--- src/rtl/m_layer_output_0.sv ---
// Output-layer capture: buffers one frame of NUM_OUT signed samples, tracks the
// arg-max while they stream in, and exposes the buffer through a 1-cycle read port.
module m_layer_output_0 #(
  parameter int NUM_OUT = 10,
  parameter int ADDR_W  = 4
) (
  input  logic              clk_in,
  input  logic              rst_n,
  input  logic              start,
  input  logic              in_valid,
  input  logic [15:0]       map_in,
  input  logic [ADDR_W-1:0] rd_addr,
  output logic [15:0]       rd_data,
  output logic              busy,
  output logic              done,
  output logic [ADDR_W-1:0] class_out,
  output logic [15:0]       max_out
);

  if ((2 ** ADDR_W) < NUM_OUT) begin : g_addr_chk
    $error("ADDR_W too narrow for NUM_OUT");
  end

  typedef enum logic [1:0] {S_IDLE, S_CAPTURE, S_DONE} state_t;

  state_t            r_state, w_state_nxt;
  logic [ADDR_W-1:0] r_wr_addr;
  logic [ADDR_W-1:0] r_class;
  logic [15:0]       r_max;
  logic [15:0]       r_rd_data;
  logic [15:0]       r_mem [NUM_OUT];

  logic w_wr, w_last, w_enter, w_take;

  // An abort (start low) wins over a coincident valid sample: nothing is written.
  assign w_wr    = (r_state == S_CAPTURE) && start && in_valid;
  assign w_last  = (r_wr_addr == ADDR_W'(NUM_OUT - 1));
  assign w_enter = (r_state == S_IDLE) && start;
  assign w_take  = (r_wr_addr == '0) || ($signed(map_in) > $signed(r_max));

  always_ff @(posedge clk_in or negedge rst_n) begin
    if (!rst_n) r_state <= S_IDLE;
    else        r_state <= w_state_nxt;
  end

  always_comb begin
    w_state_nxt = r_state;
    case (r_state)
      S_IDLE:    if (start) w_state_nxt = S_CAPTURE;
      S_CAPTURE: begin
        if (!start)                w_state_nxt = S_IDLE;
        else if (in_valid && w_last) w_state_nxt = S_DONE;
      end
      S_DONE:    if (!start) w_state_nxt = S_IDLE;
      default:   w_state_nxt = S_IDLE;
    endcase
  end

  always_ff @(posedge clk_in or negedge rst_n) begin
    if (!rst_n) begin
      r_wr_addr <= '0;
      r_class   <= '0;
      r_max     <= '0;
    end else if (w_enter) begin
      r_wr_addr <= '0;
      r_class   <= '0;
      r_max     <= '0;
    end else if (w_wr) begin
      if (!w_last) r_wr_addr <= r_wr_addr + 1'b1;
      // Strict '>' so a tie keeps the earlier index.
      if (w_take) begin
        r_max   <= map_in;
        r_class <= r_wr_addr;
      end
    end
  end

  // Storage carries no reset so it maps onto RAM primitives.
  always_ff @(posedge clk_in) begin
    if (w_wr) r_mem[r_wr_addr] <= map_in;
  end

  always_ff @(posedge clk_in or negedge rst_n) begin
    if (!rst_n) r_rd_data <= '0;
    else        r_rd_data <= r_mem[rd_addr];
  end

  assign rd_data   = r_rd_data;
  assign busy      = (r_state == S_CAPTURE);
  assign done      = (r_state == S_DONE);
  assign class_out = r_class;
  assign max_out   = r_max;

endmodule

--- config.mk ---
export PLATFORM = sky130hd
export DESIGN_NAME = m_layer_output_0
export DESIGN_NICKNAME = d
export VERILOG_FILES = /design/src/rtl/m_layer_output_0.sv
export SDC_FILE = /design/constraint.sdc
export NUM_CORES = 1
export LEC_CHECK = 0
export BUFFER_PORTS_ARGS = -buffer_cell sky130_fd_sc_hd__clkbuf_2
export CAP_MARGIN = 20
export CORE_MARGIN = 1.5
export CORE_UTILIZATION = 60
export DETAILED_ROUTE_END_ITERATION = 12
export PLACE_DENSITY = 0.79
export SLEW_MARGIN = 20
export SYNTH_ARGS = -nofsm -noshare
export SYNTH_HDL_FRONTEND = slang
export SYNTH_SLANG_ARGS = --single-unit
--- constraint.sdc ---
create_clock -name clk_in -period 3 [get_ports clk_in]
set_input_delay 0.15 -clock clk_in [delete_from_list [all_inputs] [get_ports clk_in]]
set_output_delay 0.15 -clock clk_in [all_outputs]
set_load 0.1 [all_outputs]
---- Word-level counts from Yosys, hierarchy flattened ----
Memories as Yosys holds them, arrays and structs flattened. A register that Yosys moved wholly into a read port is not among the register bits.
Cells that the tools add are included.
operators by class
  $add $sub $neg .......................... 1
  multipliers ............................. 0
  div/mod/pow operators ................... 0
  order comparisons ....................... 1
  eq/ne operators ......................... 7
  shifts and indexed selects .............. 0
  muxes and demuxes ....................... 16
  bitwise gates (word level) .............. 0
  reductions and logical operators ........ 13
operators with widths
  kind                   count
  $mux W16               3
  $mux W4                6
  $gt A16 B16 Y1         1
  $mux W2                4
  $pmux W2 S3            1
  $add A4 B1 Y4 const B  1
  $eq A4 B4 Y1 const B   1
  $logic_and A1 B1 Y1    4
  $logic_not A4 Y1       1
  $ne A2 B2 Y1 const B   2
  $reduce_and A2 Y1      2
  $reduce_bool A2 Y1     2
  $ne A3 B2 Y1 const B   1
  $reduce_and A3 Y1      1
  $eq A2 B1 Y1 const B   1
  $eq A2 B2 Y1 const B   1
  $logic_not A2 Y1       1
  $mux W1                2
  $ne A2 B1 Y1 const B   1
  $logic_not A1 Y1       1
  $logic_or A1 B1 Y1     1
word-level totals
  register bits ........................... 26
  bits in latches ......................... 0
  bits in writable memories ............... 160
  memory bits (read-only) ................. 0
  bits of input ports ..................... 24
  output and inout port bits .............. 38
  memories ................................ 1
memory list
  name   words  width  read ports  clocked after Yosys merged registers in  wr ports  RTL line  source
  r_mem  10     16     1           1                                        1         31        logic [15:0] r_mem [NUM_OUT];

---- Logic depth before layout (Yosys ltp) ----
  depth in word-level cells ............... 5
  gate-level depth with buffers ........... 9
  depth with buffers taken out ............ 8

---- Worst setup path before layout ----
No wires, ideal clock.
  path type ............................... register to register
  start ................................... register r_max[15] (netlist: max_out[15])
  end ..................................... register r_max[10] (netlist: max_out[10])
  library setup time ...................... 0.134 ns
  data arrival time ....................... 2.961 ns
  path slack .............................. -0.096 ns
  cell stages (with the launch flop) ...... 10
  path buffers ............................ 1
  path through ............................ dfrtp_1 inv_1 ha_1 nand4_2 nor4_2 a21bo_2 and3_4 nor4_4 buf_6 o32ai_1
between the ends
  word-level cells in the longest chain between the ends .. 4
ends and longest elaborated chain
  what                                 RTL line  source
  start: declaration                   29        logic [15:0] r_max;
  start signal: assignment             72        r_max <= map_in;
  $gt A16 B16 Y1                       39        assign w_take = (r_wr_addr == '0) || ($signed(map_in) > $signed(r_max));
  $logic_or A1 B1 Y1                   39
  $reduce_bool A2 Y1 (no source line)  --
  $reduce_and A2 Y1 (no source line)   --
No other way between the ends.
A chain may end at the register's enable or synchronous reset.

---- Worst setup path after layout ----
Ends and elaborated chain as after synthesis.

==> flow_summary.toml <==
[final_layout]
final_util = 0.719
final_layout_size_suffix_gt1_frac = 0.270
fill_cells = 826
area_delta_synth_final_pct = 16.0
nNetsFinal = 623
antenna_cells = 0

[floorplan]
start_util = 0.619
fp.coreArea_mm2 = 0.0133
io_pins = 62
die_w_um = 120
dieArea_mm2 = 0.0144
die_height_um = 120
rows = 42

[route]
vias = 4681
drc = 0
drt_iter0_markers = 367
first_pass_iters = 5
avgViaCountPerCell = 6.10
wl_per_cell_um = 22.6
wl_um = 17300
antenna_left = 0

[synth]
syn_area_mm2 = 0.00824
synth_nets = 534
synth_edf_count = 160
synth_most_common_cell = "edfxtp_1"
yosysSeqAreaShare = 0.711
synth_top_area_cell = "edfxtp_1"
synth_flop_cell = "edfxtp_1"
ys_seq_elements = 202
syn_inst = 490
synth_top_area_frac = 0.583
netlist_top_cells_area = "edfxtp_1 58%, dfrtp_1 13%, mux4_2 8.8%"
ys_types = 43
synth-warning-count = 0
yosys-top-cells-count = "160 x edfxtp_1, 42 x dfrtp_1, 34 x inv_1, 32 x mux4_2, 27 x nand2_1"
syn_avg_cell_area_um2 = 16.8
async_flop_share = 0.208

[critical_path]
r2r_start = "max_out[15]"
path_depth = 9
critPathKind = "reg -> reg"
worst-path-buf-inv = 2
r2r_slack_ns = 0.31
cpMaxStageDelayCell = "nor4_4"
cp-end-kind = "flip-flop"
cp-startpoint = "max_out[15]"
path_cells = "inv_1, ha_1, nand4_2, nor4_2, a21bo_2, and3_4, nor4_4, buf_4, o32ai_1"
worstSetupStartpointType = "flip-flop"
regToRegEndpoint = "max_out[10]"
arrival_ns = 3.03
crit_family = "simple AND/OR/NAND/NOR gates"
max_stage_delay_ns = 0.39
required_ns = 3.34
worstSetupEndpoint = "max_out[10]"
crit_path_max_fanout = 14
reg2regPathDepth = 9

[clock_network]
cts_resized = 0
cts_tree = "built"
cts_hold_buf = 3
clk_latency_ns = 0.48
cts_root_buf = "clkbuf_16"
post-cts-setup-buffer-count = 0
htreeDepth = 1
cts_sinks = 202
clk_path_buf_depth = 3
cts_buffers = 20
cts.clk_slew.worst_paths_ns = 0.06

[global_routing]
grt_pass1_vias = 4781
grt_max_degree = 33
overflow = 0
grt_util_all_layers = 0.247
grt_pass1_wl_um = 26500
antenna_found_initial = 0

[placement]
gp_congestion = 0.889
portBuffers = 61
dpl.hpwl_um = 10400

[power_and_ir_drop]
power_frac_comb = 0.121
clockPowerShare = 0.387
p_sw_w = 0.00158
power_density_mw_per_mm2 = 664
p_leak_nw = 3.56
switching_share = 0.250
intPower_w = 0.00476
p_seq_frac = 0.492
max-vdd-ir-drop_uv = 422

[timing]
setup_viol = 0
skew_ns = 0.00695
tns_ns = 0
maxSlewHeadroom = 0.379
slew_violations = 0
hold_violations = 0
finalCriticalPeriod_ns = 2.69
rsz0062_at_grt = "false"
worst_pin_slew_ns = 0.931
post-route-period-util = 0.898
clock.fmax_mhz = 371

[run_status]
status = "finished, final reports clean"

[hold_path]
hold_class = "in -> reg"

[run]
cap_viol_max_count = 0
-- final cells by class --
| cell class | count | area (µm²) | area share |
|---|---|---|---|
| flip-flops and latches | 202 | 5860 | 0.613 |
| multi-input cells | 233 | 2160 | 0.226 |
| clock buffers | 30 | 609 | 0.0638 |
| repair buffers | 88 | 528 | 0.0553 |
| well taps | 176 | 220 | 0.0230 |
| inverters | 34 | 128 | 0.0134 |
| clock inverters | 5 | 47.5 | 0.00498 |
-- worst min-delay path by stage --
stage	from	slack, ns	cells past startpoint	endpoint
2_1_floorplan	rst_n	-0.15	0	class_out[0]
3_3_place_gp	rst_n	0.23	1	r_wr_addr[1]
3_5_place_dp	rst_n	0.24	1	r_wr_addr[3]
4_1_cts	map_in[14]	0.03	1	r_mem[9][14]
5_1_grt	map_in[1]	0.05	1	r_mem[4][1]
6_report	map_in[14]	0.04	1	r_mem[2][14]
-- flip-flops by register name, indices dropped and copies added, names as in the netlist --
register   cells
r_mem        160
max_out       16
rd_data       16
class_out      4
r_wr_addr      4
r_state        2
-- power groups by stage --
stage | Clock (W) | Combinational, W | Sequential, W
final | 0.00245 | 0.000769 | 0.00312
after global routing | 0.00259 | 0.000818 | 0.00312
after CTS | 0.00249 | 0.000771 | 0.00312
after detailed placement | 0 | 0.000761 | 0.00318
after global placement | 0 | 0.000744 | 0.00317
after floorplan | 0 | 0.000269 | 0.00346
-- routing by layer --
| layer | GRT usage | wire, µm | part of all wire | vias to the layer above |
|---|---|---|---|---|
| met5 | 0 | 0 | 0 | - |
| met4 | 0.0699 | 390 | 0.022 | 0 |
| met3 | 0.0447 | 1100 | 0.064 | 29 |
| met2 | 0.395 | 8440 | 0.49 | 203 |
| met1 | 0.355 | 7400 | 0.43 | 2368 |
| li1 | - | - | - | 2081 |
-- metrics by stage --
step                      hold WS, ns  worst slack [ns]  instances  power (W)  cell area, µm²
final                          0.0410             0.307        768    0.00634            9550
after global placement          0.231             0.471        729    0.00392            8860
after global routing           0.0495             0.145        768    0.00653            9550
after CTS                      0.0273             0.321        768    0.00638            9550
after floorplan                -0.146            0.0509        490    0.00373            8240
after detailed placement        0.242             0.337        730    0.00394            8870
-- logic make-up (layout without fill, tap and decap cells) --
family | count (synthesis) | count (layout) | synth area share
flops | 202 | 202 | 0.711
fa+ha+maj | 20 | 20 | 0.0304
simple gates | 90 | 90 | 0.0599
xor+xnor | 1 | 1 | 0.00106
compound gates | 74 | 74 | 0.0641
buf+inv | 55 | 157 | 0.0266
mux | 48 | 48 | 0.107
-- cell usage in the layout, fill, tap and decap left out, types with 16 or more instances in the layout --
cell type	instances
edfxtp_1	160
clkbuf_2	60
dfrtp_1	38
inv_1	34
mux4_2	32
nand2_1	27
buf_4	23
a21oi_1	21
clkbuf_16	21
ha_1	20
nor2b_1	19
o32ai_1	18
mux2i_1	16
a211oi_1	16
(Power assumes the default switching activity.)
